File: config.mk
export PLATFORM = sky130hd
export DESIGN_NAME = ysyx_22040175_ifu
export DESIGN_NICKNAME = d
export VERILOG_FILES = /design/src/rtl/ysyx_22040175_ifu.sv
export SDC_FILE = /design/constraint.sdc
export NUM_CORES = 1
export LEC_CHECK = 0
export ABC_AREA = 1
export CORE_ASPECT_RATIO = 1.25
export CORE_MARGIN = 2
export CORE_UTILIZATION = 54
export DETAILED_ROUTE_END_ITERATION = 8
export PLACE_DENSITY_LB_ADDON = 0.12
export SKIP_CTS_REPAIR_TIMING = 1
export SLEW_MARGIN = 25
export SYNTH_ARGS = -nofsm -noshare
export SYNTH_HDL_FRONTEND = slang
export SYNTH_SLANG_ARGS = --single-unit
File: constraint.sdc
create_clock -name clk -period 12.1 [get_ports clk]
set_input_delay 2.42 -clock clk [delete_from_list [all_inputs] [get_ports clk]]
set_output_delay 2.42 -clock clk [all_outputs]
set_load 0.005 [all_outputs]
File: src/rtl/ysyx_22040175_ifu.sv
// Instruction fetch unit: single-outstanding fetcher feeding a 2-entry {pc,inst} queue.
// Redirects flush the queue and retarget the fetch pc; an in-flight response is dropped.
module ysyx_22040175_ifu #(
  parameter logic [31:0] RESET_PC = 32'h8000_0000
) (
  input  logic        clk,
  input  logic        rst,
  input  logic        redirect_valid,
  input  logic [31:0] redirect_pc,
  output logic        mem_req_valid,
  output logic [31:0] mem_req_addr,
  input  logic        mem_req_ready,
  input  logic        mem_rsp_valid,
  input  logic [63:0] mem_rsp_data,
  output logic        inst_valid,
  output logic [31:0] inst,
  output logic [31:0] inst_pc,
  input  logic        inst_ready
);

  typedef enum logic [1:0] {IDLE, WAIT, DROP} state_e;

  state_e      state_q;
  logic [31:0] pc_q, pc_d;
  logic [31:0] req_pc_q;
  logic [31:0] fifo_pc_q   [2];
  logic [31:0] fifo_inst_q [2];
  logic        rd_ptr_q, wr_ptr_q;
  logic [1:0]  count_q, count_d;

  logic        req_hs, push, pop;
  logic [31:0] rsp_word;

  assign mem_req_valid = (state_q == IDLE) && (count_q < 2'd2);
  assign mem_req_addr  = pc_q;
  assign req_hs        = mem_req_valid && mem_req_ready;

  // The requested word sits in the upper half of the doubleword when pc[2] is set.
  assign rsp_word = req_pc_q[2] ? mem_rsp_data[63:32] : mem_rsp_data[31:0];

  assign push = (state_q == WAIT) && mem_rsp_valid && !redirect_valid;
  assign pop  = inst_valid && inst_ready && !redirect_valid;

  assign inst_valid = (count_q != 2'd0);
  assign inst       = fifo_inst_q[rd_ptr_q];
  assign inst_pc    = fifo_pc_q[rd_ptr_q];

  always_comb begin
    pc_d = pc_q;
    if (redirect_valid)
      pc_d = {redirect_pc[31:2], 2'b00};
    else if (req_hs)
      pc_d = pc_q + 32'd4;
  end

  always_comb begin
    count_d = count_q;
    if (redirect_valid)
      count_d = 2'd0;
    else if (push && !pop)
      count_d = count_q + 2'd1;
    else if (pop && !push)
      count_d = count_q - 2'd1;
  end

  always_ff @(posedge clk) begin
    if (rst) begin
      state_q  <= IDLE;
      pc_q     <= RESET_PC;
      req_pc_q <= RESET_PC;
      count_q  <= 2'd0;
      rd_ptr_q <= 1'b0;
      wr_ptr_q <= 1'b0;
    end else begin
      pc_q    <= pc_d;
      count_q <= count_d;
      if (req_hs)
        req_pc_q <= pc_q;
      if (redirect_valid) begin
        rd_ptr_q <= 1'b0;
        wr_ptr_q <= 1'b0;
      end else begin
        if (push) wr_ptr_q <= ~wr_ptr_q;
        if (pop)  rd_ptr_q <= ~rd_ptr_q;
      end
      case (state_q)
        // A request accepted alongside a redirect is stale: its response must be dropped.
        IDLE: if (req_hs) state_q <= redirect_valid ? DROP : WAIT;
        WAIT: begin
          if (redirect_valid)
            state_q <= mem_rsp_valid ? IDLE : DROP;
          else if (mem_rsp_valid)
            state_q <= IDLE;
        end
        DROP:    if (mem_rsp_valid) state_q <= IDLE;
        default: state_q <= IDLE;
      endcase
    end
  end

  always_ff @(posedge clk) begin
    if (push) begin
      fifo_pc_q[wr_ptr_q]   <= req_pc_q;
      fifo_inst_q[wr_ptr_q] <= rsp_word;
    end
  end

endmodule
## After elaboration in Yosys (flattened, before gate mapping)

Memories as Yosys holds them, arrays and structs flattened. A register that Yosys moved wholly into a read port is not among the register bits.
Index checks and enable logic that the tools add are counted.

| cells by class | value |
|---|---|
| add/subtract/negate cells | 3 |
| order comparisons | 1 |
| equal/unequal tests | 3 |
| muxes and demuxes | 17 |
| bitwise operators | 2 |
| reductions and logical operators | 16 |

Operator list:

| kind | number |
|---|---|
| 2-to-1 mux 32 bit | 3 |
| adder 32 x 3 -> 32 bit, second input constant | 1 |
| 2-to-1 mux 2 bit | 7 |
| logical AND 1 bit | 8 |
| 2-to-1 mux 1 bit | 6 |
| case mux 2 bit (3 select lines) | 1 |
| nonzero test 2 bit | 3 |
| logical NOT 1 bit | 3 |
| adder 2 x 1 -> 2 bit, second input constant | 1 |
| equality test 2 x 1 -> 1 bit, second input constant | 1 |
| equality test 2 bit, second input constant | 1 |
| logical NOT 2 bit | 1 |
| less-than comparator 2 bit, second input constant | 1 |
| != test 2 bit, second input constant | 1 |
| inverter 1 bit | 2 |
| OR reduction 2 bit | 1 |
| subtractor 2 x 1 -> 2 bit, second input constant | 1 |

| word-level totals | value |
|---|---|
| flip-flop bits (word level) | 70 |
| RAM bits | 128 |
| input port bits | 102 |
| output and inout bits | 98 |
| word-level logic and storage cells | 51 |
| memories | 2 |

Memories:

| memory | words | bits a word | rd ports | clocked after memory_dff | write ports | RTL line | text |
|---|---|---|---|---|---|---|---|
| fifo_inst_q | 2 | 32 | 1 | 1 | 1 | 27 | `logic [31:0] fifo_inst_q [2];` |
| fifo_pc_q | 2 | 32 | 1 | 1 | 1 | 26 | `logic [31:0] fifo_pc_q [2];` |

## Depth between registers and ports, before layout

Gate-level depths: netlist (run 1).

| logic depth | value |
|---|---|
| depth after elaboration | 7 |
| gate-level depth with buffers | 10 |
| gate-level depth less buffers | 10 |

## Worst setup path before layout (run 1)

Ideal clock, no wire load.

| path | value |
|---|---|
| path kind | input-to-reg |
| from | in mem_rsp_valid |
| to | mem fifo_inst_q[1][0] (enable) |
| setup time | 0.484 ns |
| arrival | 5.450 ns |
| data required time | 11.616 ns |
| slack | 6.167 ns |
| cell stages on the path | 4 |
| cells stage by stage | nand2_1 -> nor3_1 -> inv_1 -> nor2_1 |

| between the ends | value |
|---|---|
| word-level cells in the longest chain between the ends | 4 |

RTL lines:

| what | RTL line | text |
|---|---|---|
| start: declaration | 13 | `input logic mem_rsp_valid,` |
| logical AND 1 bit (2 in series) | 41 | `assign push = (state_q == WAIT) && mem_rsp_valid && !redirect_valid;` |
| via push | 31 | `logic req_hs, push, pop;` |
| 2-to-1 mux 1 bit | 102 | `if (push) begin` |
| 2-to-1 mux 1 bit (not written as such) | 104 | `fifo_inst_q[wr_ptr_q] <= rsp_word;` |
| end: declaration | 27 |  |

The timed path passes the listed nets, and every way through them passes these cells.

==> results.yml, run 1 <==
outcome:
  run_status: "complete, no violations"
floorplan:
  die_area_um2: 16500
  die_y_um: 143
  coreArea_um2: 15100
  start_util_pct: 55.5
  rows: 50
  die_x_um: 115
  io_pins: 200
sta:
  relSlewSlack_pct: 36.8
  setup_tns_ps: 0
  rsz0062_at_grt: "false"
  final_max_slew_viol_count: 0
  fmax_mhz: 212
  hold_violations: 0
  worst_slack_ps: 7380
  timing.final.crit_period_ps: 4720
  worst_pin_slew_ps: 942
  finalSetupViolCount: 0
  fin_skew_ps: 10.6
  fin_crit_sh_pct: 39.0
clock_network:
  cts-root-buf: "clkbuf_16"
  cts_made_buffers: 17
  clkSlewWorstSetupHoldPaths_ps: 70
  clock_sink_count: 191
  clkLatencyLatePin_ps: 420
  cts_max_level: 4
  cts_buffer_depth: 2
  cts_tree: "yes"
layout:
  final_common_cell: "nand2_1"
  area_delta_synth_final_pct: 31.6
  diodes: 0
  mostFrequentLayoutCells: "nand2_1, clkdlybuf4s50_1, edfxtp_1"
  num-nets-final: 1109
  layout-drive-gt1-share_pct: 13.3
placement:
  dp_hpwl_um: 12800
  port_buffers: 193
  globalplace.congestion: 0.883
  pre_cts_slack_ps: 7020
synth:
  syn_area_per_cell_um2: 10.2
  ys_ff_latch: 191
  synth.distinct_cells: 33
  netlist_area_um2: 8370
  syn_inst: 821
  yosysWarnings: 0
  yosysSeqAreaShare_pct: 60.5
run:
  cap_violations: 0
grt:
  first_global_vias: 6007
  antenna_found_initial: 0
  grt_max_degree: 63
  grt_pass1_wl_um: 29400
  gr-usage-all-layers_pct: 22.8
  grt-ovfl-total: 0
drt:
  totalWireLength_um: 18700
  drtPass1Iterations: 7
  wl_per_cell_um: 15.3
  via_per_inst: 5.09
  drc: 0
  first_iter_violations: 377
  ant_nets: 0
  vias: 6241
worst_setup_path:
  critPathMaxFanout: 62
  crit_required_ps: 9680
  slowest_stage: "buf_4"
  cpPeakStageDelay_ps: 620
  path_class: "reg -> out"
  worstPathCellList: "buf_4 > mux2_2 > clkdlybuf4s50_1"
  cp_data_arrival_time_ps: 2300
  worstSetupEndpointType: "primary output"
  critPathLaunchType: "flip-flop"
power:
  peakVddDrop_v: 0.0000990
  power_density_nw_per_um2: 128
  leakage_nw: 3.99
min_path:
  hp-class: "reg -> reg"
==> layout make-up <==
| type | instances | area [um2] |
|---|---|---|
| clock inverters | 12 | 134 |
| repair buffers | 199 | 1980 |
| flip-flops and latches | 191 | 5070 |
| inverters | 60 | 225 |
| clock buffers | 19 | 433 |
| fillers | 1110 | 4060 |
| well taps | 208 | 260 |
| multi-input cells | 536 | 2930 |
==> metal layers <==
metal | part of all wire [%] | up-vias | global-route usage, %
li1 | - | 3115 | -
met1 | 43 | 2884 | 29.3
met2 | 49 | 218 | 38.6
met3 | 6.4 | 24 | 4.63
met4 | 2.1 | 0 | 7.36
met5 | 0 | - | 0
==> logic make-up (layout without fill, tap and decap cells) <==
group	Yosys count	after routing	share of synthesized area (%)
other	1	4	0.0448
DFF	191	191	60.5
muxes	62	62	8.34
buffers and inverters	97	290	4.87
xor gates and xnor gates	10	10	1.05
adders and majority gates	2	2	0.299
AOI/OAI and AO/OA	110	110	6.96
and+or+nand+nor	348	348	17.9
==> power breakdown <==
part           switching [W]  internal (W)
clock network       0.000232      0.000305
logic              0.0000698     0.0000694
registers          0.0000188      0.000719
total               0.000320       0.00109
==> synthesized netlist by cell type <==
| cell | number | area (um2) |
|---|---|---|
| nand3_2 | 1 | 10.0 |
| nand3_1 | 26 | 130 |
| clkbuf_1 | 16 | 60.1 |
| xor2_1 | 5 | 43.8 |
| nor2_4 | 9 | 101 |
| and2_1 | 2 | 12.5 |
| a21oi_1 | 50 | 250 |
| a31oi_1 | 9 | 56.3 |
| o21ai_0 | 41 | 205 |
| nand2_2 | 10 | 62.6 |
| mux2_2 | 62 | 698 |
| inv_1 | 55 | 206 |
| dfxtp_1 | 67 | 1340 |
| nor2_1 | 33 | 124 |
| ha_1 | 2 | 25.0 |
| nand3_4 | 1 | 17.5 |
| nand3b_1 | 2 | 15.0 |
| nand2_1 | 250 | 938 |
| clkbuf_2 | 1 | 5.00 |
| conb_1 | 1 | 3.75 |
| a21oi_2 | 4 | 35.0 |
| inv_2 | 5 | 18.8 |
| buf_2 | 13 | 65.1 |
| o21a_1 | 1 | 7.51 |
| nor2_2 | 5 | 31.3 |
| xnor2_1 | 5 | 43.8 |
| nor3_1 | 6 | 30.0 |
| edfxtp_1 | 124 | 3720 |
| nand2_4 | 2 | 22.5 |
| o21ai_1 | 4 | 20.0 |
| o2111ai_1 | 1 | 8.76 |
| buf_4 | 7 | 52.6 |
| nand4_1 | 1 | 6.26 |
==> worst max-delay path: cells and delay by family, from the launching register on <==
kind / cells / cell delay, ps
buf+inv: 2 / 1120
flops: 1 / 310
mux: 1 / 410
==> registers in the layout, indices dropped and copies added, names as in the netlist, named ones only <==
| signal | count |
|---|---|
| fifo_inst_q | 64 |
| fifo_pc_q | 60 |
| mem_req_addr | 30 |
| req_pc_q | 30 |
| count_q | 2 |
| state_q | 2 |
| rd_ptr_q | 1 |
| wr_ptr_q | 1 |
==> path summary, 6_finish.rpt <==
check,slack (ps),from,to,cells after the start
hold / removal,450,req_pc_q[15],fifo_pc_q[0][15],0
setup reg to reg,9700,state_q[0],fifo_pc_q[1][14],5
hold reg to reg,450,req_pc_q[15],fifo_pc_q[0][15],0
setup / recovery,7380,flip-flop,inst_pc[12],3
==> through the flow <==
| stage | instances | power [W] | cell area (um2) | utilization [%] | hold slack (ps) |
|---|---|---|---|---|---|
| 4_1_cts | 1225 | 0.00142 | 11000 | 73.1 | 453 |
| 3_3_place_gp | 1194 | 0.000886 | 10500 | 69.3 | 426 |
| 5_1_grt | 1225 | 0.00147 | 11000 | 73.1 | 471 |
| 6_report | 1225 | 0.00141 | 11000 | 73.1 | 452 |
| 2_1_floorplan | 824 | 0.000816 | 8380 | - | 420 |
| 3_5_place_dp | 1194 | 0.000890 | 10500 | 69.3 | 431 |
No activity file was read; power rests on OpenSTA's default activity.
==> run 2: changes to the inputs <==
CORE_UTILIZATION = 50   (was 54)
clock period = 4.5 ns   (was 12.1 ns; I/O delays follow)
==> run 2 against run 1 <==
  * Critical path type unchanged
  * Flip-flop and latch count stayed put
  * Largest cell class unchanged
  * Total power grew to 2.7 times the previous value
  * Largest power group unchanged
  * Wire length is 1.7% higher
==> results.yml, run 2 (synthesis results as in run 1) <==
sta:
  rsz0062_at_grt: "false"
  setup_tns_ps: 0
  worst_pin_slew_ps: 925
  final_max_slew_viol_count: 0
  finalSetupViolCount: 0
  fin_skew_ps: 10.3
  timing.final.crit_period_ps: 3290
  hold_violations: 0
  relSlewSlack_pct: 38.0
  fin_crit_sh_pct: 73.1
  fmax_mhz: 304
layout:
  layout-drive-gt1-share_pct: 13.8
  fill_cells: 1316
  largest_reg_flops: 64
  fin_area_um2: 11100
  num-nets-final: 1112
  final_common_cell: "nand2_1"
  mostFrequentLayoutCells: "nand2_1, clkdlybuf4s50_1, edfxtp_1"
  top_register: "fifo_inst_q"
  reg_top3: "fifo_inst_q (64), fifo_pc_q (60)"
  area_delta_synth_final_pct: 32.6
  diodes: 0
power:
  leakage_nw: 4.03
  power.total_w: 0.00384
  peakVddDrop_v: 0.000261
  power_density_nw_per_um2: 346
placement:
  globalplace.congestion: 0.912
  port_buffers: 193
  place_area_um2: 10500
  dp_hpwl_um: 13500
clock_network:
  cts_made_buffers: 17
  clkSlewWorstSetupHoldPaths_ps: 70
  clock_sink_count: 191
  cts_tree: "yes"
  cts-root-buf: "clkbuf_16"
  cts_max_level: 4
  cts_buffer_depth: 2
  clkLatencyLatePin_ps: 420
worst_setup_path:
  critPathLaunchType: "flip-flop"
  worstSetupEndpointType: "primary output"
  rrSetupSlack_ps: 2520
  path_class: "reg -> out"
  critPathMaxFanout: 25
  crit_required_ps: 3600
  cp_data_arrival_time_ps: 2390
drt:
  totalWireLength_um: 19000
  vias: 6207
  drc: 0
  first_iter_violations: 374
  wl_per_cell_um: 15.4
  drtPass1Iterations: 5
  via_per_inst: 5.02
  ant_nets: 0
min_path:
  hp-class: "reg -> reg"
floorplan:
  die_y_um: 149
  coreArea_um2: 16300
  die_x_um: 120
  rows: 52
  io_pins: 200
  die_area_um2: 17800
  start_util_pct: 51.5
outcome:
  run_status: "complete, no violations"
grt:
  grt-ovfl-total: 0
  antenna_found_initial: 0
  gr-usage-all-layers_pct: 21.9
  grt_max_degree: 54
  first_global_vias: 5987
  grt_pass1_wl_um: 30400
run:
  cap_violations: 0
[run 2: cell types whose count changed in the layout (fill, tap and decap cells not counted)]
cell	delta
clkinv_4	+3
buf_12	+2
clkinvlp_4	-2
buf_4	+1
clkbuf_1	-1
clkinv_1	-1
clkinv_2	+1
inv_8	+1
[run 2: cell type report]
| type | instances | area, um2 | share of cell area [%] |
|---|---|---|---|
| tap | 216 | 270 | 2.44 |
| clock inverter | 14 | 158 | 1.42 |
| sequential | 191 | 5070 | 45.6 |
| multi-input combinational | 536 | 2930 | 26.4 |
| clock buffer | 18 | 429 | 3.87 |
| inverter | 60 | 225 | 2.03 |
| timing repair buffer | 202 | 2020 | 18.2 |
[run 2: power breakdown]
group / leakage (nW) / switching (W) / internal, W
logic: 2.07 / 0.000188 / 0.000187
clock network: 0.285 / 0.000650 / 0.000830
registers: 1.67 / 0.0000501 / 0.00193
total: 4.03 / 0.000888 / 0.00295
[run 2: per-stage QoR]
step	std cells	hold WS (ps)	util [%]	setup slack, ps
finish	1237	453	68.2	1210
global route	1237	466	68.2	1070
CTS	1237	449	68.2	1130
detailed placement	1205	435	64.6	1390
global placement	1205	428	64.6	1410
floorplan	824	420	-	86.5
[run 2: path summary, 6_finish.rpt]
path | from | endpoint | cells past startpoint
max | flip-flop | inst_pc[12] | 3
min | req_pc_q[28] | fifo_pc_q[1][28] | 0
max reg2reg | state_q[1] | mem_req_addr[5] | 7
min reg2reg | req_pc_q[28] | fifo_pc_q[1][28] | 0
[run 2: worst max-delay path, stage by stage, from the launching register on]
cell,delay [ps]
dfxtp_2,660
buf_4,430
mux2_2,370
clkdlybuf4s50_1,490
[run 2: layer usage]
layer / vias up / wire (um) / track usage (%) / part of all wire [%]
li1: 3121 / - / - / -
met1: 2892 / 8330 / 28.2 / 44
met2: 178 / 9390 / 36.9 / 49
met3: 16 / 1070 / 4.91 / 5.6
met4: 0 / 229 / 7.29 / 1.2
met5: - / 0 / 0 / 0
